[config.mk]
export PLATFORM = sky130hd
export DESIGN_NAME = servo_pwm_ctrl
export DESIGN_NICKNAME = d
export VERILOG_FILES = /design/src/rtl/servo_pwm_ctrl.sv
export SDC_FILE = /design/constraint.sdc
export NUM_CORES = 1
export LEC_CHECK = 0
export BUFFER_PORTS_ARGS = -buffer_cell sky130_fd_sc_hd__buf_2
export CORE_MARGIN = 2
export CORE_UTILIZATION = 55
export DETAILED_ROUTE_END_ITERATION = 8
export GPL_ROUTABILITY_DRIVEN = 0
export PLACE_DENSITY_LB_ADDON = 0.08
export SLEW_MARGIN = 20
export SYNTH_ARGS = -nofsm -noshare
export SYNTH_HDL_FRONTEND = slang
export SYNTH_SLANG_ARGS = --single-unit
[constraint.sdc]
create_clock -name clock -period 8.2 [get_ports clock]
set_input_delay 2.46 -clock clock [delete_from_list [all_inputs] [get_ports clock]]
set_output_delay 2.46 -clock clock [all_outputs]
set_load 0.05 [all_outputs]
[src/rtl/servo_pwm_ctrl.sv]
// rtl/servo_pwm_ctrl.sv - 8-bit position commands to slew-limited servo PWM frames
// Optional watchdog failsafe is built when SERVO_FAILSAFE_EN is defined.
module servo_pwm_ctrl #(
  parameter int CLK_FREQ     = 100000000,
  parameter int PWM_FREQ     = 50,
  parameter int MIN_PULSE_US = 1000,
  parameter int MAX_PULSE_US = 2000,
  parameter int SLEW_STEP    = 4,
  parameter int WDOG_FRAMES  = 50
) (
  input  logic       clock,
  input  logic       reset,
  input  logic       enable,
  input  logic       cmd_valid,
  input  logic [7:0] cmd_pos,
  output logic       cmd_ready,
  output logic       servo_out,
  output logic [7:0] cur_pos,
  output logic       at_target,
  output logic       frame_tick,
  output logic       failsafe
);
  localparam int FRAME_CYC = CLK_FREQ / PWM_FREQ;
  localparam int MIN_CYC   = (CLK_FREQ / 1000000) * MIN_PULSE_US;
  localparam int MAX_CYC   = (CLK_FREQ / 1000000) * MAX_PULSE_US;
  localparam int SPAN_CYC  = MAX_CYC - MIN_CYC;
  localparam int CW        = $clog2(FRAME_CYC);
  localparam int PW_W      = $clog2(MAX_CYC + 1);
  localparam int PROD_W    = PW_W + 8;
  localparam int PW_RESET  = MIN_CYC + ((128 * SPAN_CYC) >> 8);

  typedef enum logic [1:0] {DISABLED, PULSE, REST} state_t;

  state_t            state, state_next;
  logic [CW-1:0]     count;
  logic [PW_W-1:0]   pw, pw_next;
  logic [7:0]        target, target_next, pos_next, pending;
  logic              pending_full, boundary, accept, wdog_trip;
  logic [PROD_W-1:0] prod;

  assign boundary   = (count == CW'(FRAME_CYC - 1));
  assign accept     = cmd_valid && !pending_full;
  assign cmd_ready  = !pending_full;
  assign frame_tick = boundary;

  always_ff @(posedge clock or posedge reset) begin
    if (reset)         count <= '0;
    else if (boundary) count <= '0;
    else               count <= count + CW'(1);
  end

  // New target, one slew step toward it, and the pulse width of the coming frame
  always_comb begin
    target_next = pending_full ? pending : target;
    if (wdog_trip) target_next = 8'd128;
    pos_next = target_next;
    if (SLEW_STEP != 0) begin
      if (target_next > cur_pos && (target_next - cur_pos) > 8'(SLEW_STEP))
        pos_next = cur_pos + 8'(SLEW_STEP);
      else if (cur_pos > target_next && (cur_pos - target_next) > 8'(SLEW_STEP))
        pos_next = cur_pos - 8'(SLEW_STEP);
    end
    prod    = PROD_W'(pos_next) * PROD_W'(SPAN_CYC);
    pw_next = PW_W'(prod >> 8) + PW_W'(MIN_CYC);
  end

  always_ff @(posedge clock or posedge reset) begin
    if (reset) begin
      pending_full <= 1'b0;
      pending      <= 8'd0;
      target       <= 8'd128;
      cur_pos      <= 8'd128;
      at_target    <= 1'b1;
      pw           <= PW_W'(PW_RESET);
    end else begin
      if (boundary) begin
        target    <= target_next;
        cur_pos   <= pos_next;
        pw        <= pw_next;
        at_target <= (pos_next == target_next);
      end
      // A command accepted in the boundary cycle waits for the following boundary
      if (boundary && pending_full) begin
        pending_full <= 1'b0;
      end else if (accept) begin
        pending_full <= 1'b1;
        pending      <= cmd_pos;
      end
    end
  end

`ifdef SERVO_FAILSAFE_EN
  localparam int WW = $clog2(WDOG_FRAMES + 1);
  logic [WW-1:0] wdog_cnt;
  logic          fs_q;

  assign wdog_trip = boundary && !accept && (wdog_cnt == WW'(WDOG_FRAMES - 1));
  assign failsafe  = fs_q;

  always_ff @(posedge clock or posedge reset) begin
    if (reset) begin
      wdog_cnt <= '0;
      fs_q     <= 1'b0;
    end else if (accept) begin
      wdog_cnt <= '0;
      fs_q     <= 1'b0;
    end else if (boundary && wdog_cnt != WW'(WDOG_FRAMES)) begin
      wdog_cnt <= wdog_cnt + WW'(1);
      if (wdog_trip) fs_q <= 1'b1;
    end
  end
`else
  assign wdog_trip = 1'b0;
  assign failsafe  = (WDOG_FRAMES < 0);
`endif

  always_ff @(posedge clock or posedge reset) begin
    if (reset) state <= DISABLED;
    else       state <= state_next;
  end

  always_comb begin
    state_next = state;
    case (state)
      DISABLED, REST: if (boundary) state_next = enable ? PULSE : DISABLED;
      PULSE:          if (32'(count) + 32'd1 == 32'(pw)) state_next = REST;
      default:        state_next = DISABLED;
    endcase
  end

  always_comb begin
    servo_out = (state == PULSE);
  end
endmodule

---- Yosys cells after proc, flatten, opt, wreduce, memory -nomap -nowiden ----
Cells that the tools add are included.
Widths: inputs -> output; s select.
word-level totals
  RAM bits ................................ 0
  register bits ........................... 67
  memories kept ........................... 0
  bits of input ports ..................... 12
  output and inout bits ................... 13
  bits in read-only memories .............. 0
  bits in latches ......................... 0
operators by class
  add/sub/neg operators ................... 7
  $mul .................................... 1
  div/mod/pow operators ................... 0
  mux-type cells .......................... 10
  equal/unequal tests ..................... 7
  bitwise logic cells ..................... 1
  shifts and indexed selects .............. 0
  reduce and logical (&&, ||, !) cells .... 10
  $lt $le $gt $ge ......................... 4
operators with widths
  kind                    count
  $mux 8                  3
  $add 21x1->22 const B   1
  $eq 22x18->1            1
  $add 21x1->21 const B   1
  $eq 21x21->1 const B    1
  $mux 21                 1
  $mul 8x12->20 const B   1
  $add 17x17->18 const B  1
  $gt 8x3->1 const B      2
  $gt 8x8->1              2
  $sub 8x8->8             2
  $add 8x3->8 const B     1
  $eq 8x8->1              1
  $sub 8x3->8 const B     1
  $logic_and 1x1->1       4
  $mux 2                  2
  $pmux 2 s2              1
  $reduce_and 2->1        2
  $mux 1                  3
  $eq 2x1->1 const B      1
  $eq 2x2->1 const B      1
  $logic_not 2->1         1
  $ne 2x1->1 const B      1
  $ne 2x2->1 const B      1
  other kinds (4)         4

---- Longest topological paths before layout ----
Gate-level depths: netlist (run 1).
  word-level depth ........................ 8
  depth in mapped cells ................... 33

---- Worst setup path after synthesis (run 1) ----
Ideal clock, no wire load.
  kind .................................... reg-to-reg
  from .................................... register pending_full
  to ...................................... register pw[12]
  setup time .............................. 134 ps
  data required time ...................... 8066 ps
  data arrival time ....................... 7266 ps
  path buffers ............................ 1
  slack ................................... 799 ps
  stages on the path, launching flop included .. 29
  cell sequence ........................... dfrtp_1 > clkbuf_1 > mux2i_1 > inv_1 > ha_1 > fa_1 > o21ai_0 > mux2i_1 > nand3_1 > o31ai_2 > nand2_1 > o22a_1 > nand2_1 > ha_1 > ha_1 > inv_1 > fa_1 > inv_1 > fa_1 > ha_1 > and3_1 > a2111oi_1 > o21ai_1 > a2111oi_0 > nand3b_1 > a211o_1 > nor2b_1 > xor2_1 > o21ai_0
on the way
  cells in the longest elaborated chain, start to end .. 8
ends and longest elaborated chain
  item                    RTL line  text
  start, declared         38        logic pending_full, boundary, accept, wdog_trip;
  start signal, assigned  69        pending_full <= 1'b0;
  start signal, assigned  84        pending_full <= 1'b0;
  start signal, assigned  86        pending_full <= 1'b1;
  $mux 8 (*)              54        target_next = pending_full ? pending : target;
  via target_next[0]      37        logic [7:0] target, target_next, pos_next, pending;
  $sub 8x8->8             60        else if (cur_pos > target_next && (cur_pos - target_next) > 8'(SLEW_STEP))
  $gt 8x3->1              60
  $logic_and 1x1->1       60
  $mux 8                  60
  $mux 8 (*)              58        if (target_next > cur_pos && (target_next - cur_pos) > 8'(SLEW_STEP))
  via pos_next[4]         37
  $mul 8x12->20 (*)       63        prod = PROD_W'(pos_next) * PROD_W'(SPAN_CYC);
  $add 17x17->18 (*)      64        pw_next = PW_W'(prod >> 8) + PW_W'(MIN_CYC);
  end signal, assigned    74        pw <= PW_W'(PW_RESET);
  end signal, assigned    79        pw <= pw_next;
  end, declared           36        logic [PW_W-1:0] pw, pw_next;
The timed path passes the listed nets; every way through them passes the cells marked *.
A chain may end at the register's enable or synchronous reset.

---- Worst setup path after layout (run 1) ----
  from .................................... register pending_full
  to ...................................... register pw[16]
The elaborated chain is that of the path after synthesis.

==> results.yml, run 1 <==
synthesis:
  async_flop_share_pct: 100
  synth-edff-count: 0
  synth.net_count: 775
  avgSynthCellArea_sq_um: 9.13
  netlist_instances: 675
  ys_seq_area_share_pct: 27.4
  synth-seq-cells: 67
  synth_cell_types: 78
  syn_area_sq_mm: 0.00617
  yosys_warnings: 0
  synth_top_cell_area_share_pct: 22.7
  ys.flop_type: "dfrtp_1"
  synth.largest_area_cell: "dfrtp_1"
  synthTopCellsByArea: "dfrtp_1 23%, ha_1 15%, xnor2_1 5.7%"
worst_setup_path:
  rrSetupSlack_ns: 0.52
  r2r_end: "pw[16]$_DFFE_PP0P_"
  slowest_delay_ns: 0.48
  cp_max_fo: 8
  ff2ff_path_depth: 29
  end_kind: "register"
  r2r-start: "pending_full$_DFFE_PP0P_"
  crit_arrival_ns: 7.91
  crit_type: "reg -> reg"
  slowest_stage: "dfrtp_2"
  cp-start-kind: "register"
  cp-startpoint: "pending_full$_DFFE_PP0P_"
  critPathRequiredTime_ns: 8.43
global_routing:
  grt_pass1_wl_um: 23400
  grt_pass1_vias: 4866
  grt_remaining_overflow: 0
  antenna_found_initial: 0
  grt_start_max_net_pins: 68
  grtUsageTotal_pct: 25.0
floorplan:
  rows: 38
  die_h_um: 110
  die_area_sq_mm: 0.0121
  fp.dieW_um: 110
  initial_utilization_pct: 56.6
  io_pins: 25
  core_sq_mm: 0.0109
hold_path:
  whs_endpoint: "pw[6]$_DFFE_PP1P_"
  min_path_type: "reg -> reg"
  worstHoldPathCells: 2
  min_from: "pw[6]$_DFFE_PP1P_"
run:
  timing.max_cap.violations: 0
place:
  hpwl_um: 11300
  port_buffers: 23
status:
  status: "complete, no violations"
timing:
  fin_setup_tns_ns: 0
  rsz0062_at_grt: "false"
  max-slew-margin-rel_pct: 45.3
  skew_ns: 0.0119
  period_minus_slack_ns: 7.68
  finalCritPeriodShare_pct: 93.7
  hold_violations: 0
  worst_pin_slew_ns: 0.821
  fmax_ghz: 0.130
  setup_violations: 0
  slew_viol_final: 0
clock_tree:
  clk_pin_slew_ns: 0.08
  cts_buffer_depth: 2
  cts-root-buf: "clkbuf_8"
  clock_latency_ns: 0.35
  htree_num_levels: 3
  hold_buffers: 0
  cts_buffers: 9
  cts_tree: "yes"
  clkSinkCount: 67
finish:
  antenna_cells: 0
  layout_common_cells: "73 x ha_1, 62 x nand2_1, 55 x inv_1, 55 x dfrtp_1, 40 x xnor2_1"
  finalNetCount: 812
  final_common_cell: "ha_1"
  area_growth_pct: 9.66
  fillers: 955
  drive_gt1_share_pct: 15.8
  postLayoutCoreUtil_pct: 62.1
drt:
  vias_per_cell: 5.84
  routedWlPerCell_um: 16.7
  drt_iter0_markers: 281
  wl_um: 14300
  ant_nets: 0
  dr.pass1.iters: 5
  vias: 5009
  drcViolationCount: 0
-- flip-flops by register name, indices dropped and copies added, names as in the netlist --
register      flops
at_target         1
count            21
cur_pos           8
pending           8
pending_full      1
pw               18
state             2
target            8
-- cells by family (layout without fill, tap and decap cells) --
| family | Yosys count | after routing | synth area share (%) |
|---|---|---|---|
| AND/OR/NAND/NOR | 204 | 204 | 17.8 |
| AO/OA/AOI/OAI | 143 | 143 | 15.4 |
| adder cells (fa/ha/maj) | 88 | 88 | 19.4 |
| buffers and inverters | 77 | 119 | 5.44 |
| XOR/XNOR | 73 | 73 | 10.6 |
| flip-flops | 67 | 67 | 27.4 |
| multiplexers | 22 | 22 | 3.82 |
| other | 1 | 1 | 0.0608 |
-- per-layer routing --
metal / vias to the layer above / track usage [%] / share of wire [%]
met5: - / 0 / 0
li1: 2463 / - / -
met3: 25 / 4.51 / 4.9
met2: 143 / 39.8 / 46
met1: 2378 / 33.8 / 47
met4: 0 / 9.22 / 2.9
-- cell type report --
class | count | area, sq um | share of cell area, %
inverter | 56 | 210 | 3.11
multi-input combinational | 531 | 4180 | 61.9
tap | 140 | 175 | 2.59
sequential | 67 | 1690 | 25.0
clock buffer | 9 | 124 | 1.83
clock inverter | 7 | 82.6 | 1.22
timing repair buffer | 47 | 295 | 4.37
-- worst max-delay path: cells and delay by family (launching register included) --
kind	cells	cell delay, ns
XOR/XNOR	2	0.50
adder cells (fa/ha/maj)	6	2.18
multiplexers	1	0.22
buffers and inverters	6	0.82
AND/OR/NAND/NOR	7	1.36
AO/OA/AOI/OAI	7	1.96
flip-flops	1	0.48
-- metrics by stage --
step	hold WS [ns]	instance area, sq um	worst slack [ns]	std cells
floorplan	0.441	6170	0.799	675
global placement	0.454	6490	0.488	837
detailed placement	0.468	6490	0.245	837
CTS	0.480	6690	0.207	853
global route	0.512	6760	0.0228	857
finish	0.479	6760	0.521	857
-- worst max-delay path by stage --
| stage | end | slack [ns] | depth (start not counted) |
|---|---|---|---|
| 2_1_floorplan | pw[12]$_DFFE_PP0P_ | 0.80 | 28 |
| 3_3_place_gp | pw[15]$_DFFE_PP0P_ | 0.49 | 27 |
| 3_5_place_dp | pw[15]$_DFFE_PP0P_ | 0.24 | 27 |
| 4_1_cts | pw[15]$_DFFE_PP0P_ | 0.21 | 27 |
| 5_1_grt | pw[15]$_DFFE_PP0P_ | 0.02 | 29 |
| 6_report | pw[16]$_DFFE_PP0P_ | 0.52 | 29 |
-- cells in the mapped netlist (7+ instances only) --
cell type / n
clkbuf_1: 15
a21oi_1: 35
o21ai_1: 7
fa_1: 13
o21ai_0: 34
a21o_1: 11
dfstp_2: 11
nor2_1: 34
inv_1: 56
nand2_1: 62
a31oi_1: 9
nand3_1: 20
nand4_1: 12
nor3_1: 16
xnor2_1: 40
dfrtp_1: 56
mux2i_1: 10
xor2_1: 32
mux2_2: 12
ha_1: 75
-- what timing repair did --
action,4_1_cts,5_1_grt
setup endpoints to repair,0,9
hold endpoints to repair,0,0
setup buffers,0,4
gates resized for setup,0,8
Power of run 1 is not shown: default switching activity piles up to over one toggle a cycle in this logic, so the estimate is an artifact.
==> run 2, diff against run 1 <==
Settings changed: CORE_MARGIN 2 to 5, CTS_CLUSTER_SIZE set to 30.
==> run 2 against run 1 <==
Critical path depth down 1. Final area up 0.54%. Wire length decreased by 0.77%. Clock skew increased by 0.00063 ns. Hold slack got worse by 0.0031 ns. Fmax is 0.37% higher. Non-clock buffer count shrank 6. Sequential share of layout area fell by 0.13 points. Final cell count fell by 0.70%. Critical endpoint unchanged.
==> results.yml, run 2 (synthesis gave the netlist of run 1 again) <==
worst_setup_path:
  slowest_delay_ns: 0.53
  r2r-start: "pending_full$_DFFE_PP0P_"
  crit_type: "reg -> reg"
  crit_family: "adder cells"
  worst-path-buf-inv: 5
  slowest_stage: "dfrtp_2"
  r2r_end: "pw[16]$_DFFE_PP0P_"
  crit_arrival_ns: 7.86
  rrSetupSlack_ns: 0.55
  ff2ff_path_depth: 28
  critPathRequiredTime_ns: 8.41
  cp-start-kind: "register"
  cp_max_fo: 11
  cpMostUsedCell: "ha_1"
  end_kind: "register"
drt:
  vias_per_cell: 5.83
  vias: 4962
  drt_iter0_markers: 351
  ant_nets: 0
  wl_um: 14200
  dr.pass1.iters: 6
  routedWlPerCell_um: 16.7
  drcViolationCount: 0
timing:
  skew_ns: 0.0125
  slew_viol_final: 0
  fmax_ghz: 0.131
  fin_setup_tns_ns: 0
  whs_ns: 0.476
  rsz0062_at_grt: "false"
  setup_violations: 0
  max-slew-margin-rel_pct: 43.5
  worst_pin_slew_ns: 0.848
  finalCritPeriodShare_pct: 93.3
  period_minus_slack_ns: 7.65
  hold_violations: 0
floorplan:
  die_h_um: 116
  initial_utilization_pct: 56.4
  core_sq_mm: 0.0109
  io_pins: 25
  die_area_sq_mm: 0.0134
  rows: 38
  fp.dieW_um: 116
clock_tree:
  clk_pin_slew_ns: 0.06
  clock_latency_ns: 0.33
  hold_buffers: 0
  cts_resized: 0
  cts_buffers: 9
  postCtsSetupBuffers: 0
  htree_num_levels: 3
  clkSinkCount: 67
  cts_buffer_depth: 2
  cts-root-buf: "clkbuf_16"
  cts_tree: "yes"
global_routing:
  grt.met2_usage_pct: 35.1
  grt_start_max_net_pins: 68
  antenna_found_initial: 0
  grt_pass1_vias: 4883
  grt_remaining_overflow: 0
  grtUsageMet1_pct: 30.7
  grt_pass1_wl_um: 24000
  grtUsageTotal_pct: 22.3
  met3_usage_pct: 3.97
  grt_busiest_layer: "met2"
finish:
  antenna_cells: 0
  final_common_cell: "ha_1"
  finalNonFillerCells: 851
  largest_register_ffs: 21
  layout_common_cells: "73 x ha_1, 61 x nand2_1, 55 x inv_1, 55 x dfrtp_1, 40 x xnor2_1"
  postLayoutCoreUtil_pct: 62.2
  drive_gt1_share_pct: 15.3
  regMostFlops: "count"
  area_growth_pct: 10.2
  largestRegisters: "count (21), pw (18)"
  finalNetCount: 806
place:
  place_inst: 835
  port_buffers: 23
  hpwl_um: 11200
hold_path:
  min_from: "pw[6]$_DFFE_PP1P_"
  min_path_type: "reg -> reg"
  worstHoldPathCells: 2
  whs_endpoint: "pw[6]$_DFFE_PP1P_"
status:
  status: "complete, no violations"
run:
  timing.max_cap.violations: 0
-- run 2: metal layers --
layer	up-vias	share of wire, %
li1	2448	-
met1	2364	46
met2	125	45
met3	25	5.5
met4	0	3.1
met5	-	0
-- run 2: final cells by class --
cell class / count / area, sq um
well taps: 140 / 175
fillers: 949 / 4140
flip-flops and latches: 67 / 1690
multi-input cells: 531 / 4160
clock buffers: 9 / 225
repair buffers: 41 / 250
clock inverters: 7 / 82.6
inverters: 56 / 210
-- run 2: worst min-delay path, cell delays in order (launching register included) --
cell	delay (ns)
dfstp_2	0.38
nand2_1	0.06
nand2_1	0.04
-- run 2: how the worst max path moves through the flow --
stage	slack (ns)	cells after the start	start	endpoint
final	0.55	28	pending_full$_DFFE_PP0P_	pw[16]$_DFFE_PP0P_
after global routing	0.01	28	pending_full$_DFFE_PP0P_	pw[12]$_DFFE_PP0P_
after CTS	0.19	27	pending_full$_DFFE_PP0P_	pw[12]$_DFFE_PP0P_
after detailed placement	0.21	27	pending_full$_DFFE_PP0P_	pw[12]$_DFFE_PP0P_
after global placement	0.43	27	pending_full$_DFFE_PP0P_	pw[15]$_DFFE_PP0P_
after floorplan	0.80	28	pending_full$_DFFE_PP0P_	pw[12]$_DFFE_PP0P_
-- run 2: per-stage QoR --
stage                     setup slack [ns]  cell area [sq um]
final                                0.549               6800
after global routing                0.0123               6800
after CTS                            0.194               6780
after detailed placement             0.209               6470
after global placement               0.427               6470
after floorplan                      0.799               6170
Power of run 2 is left out for the same reason.
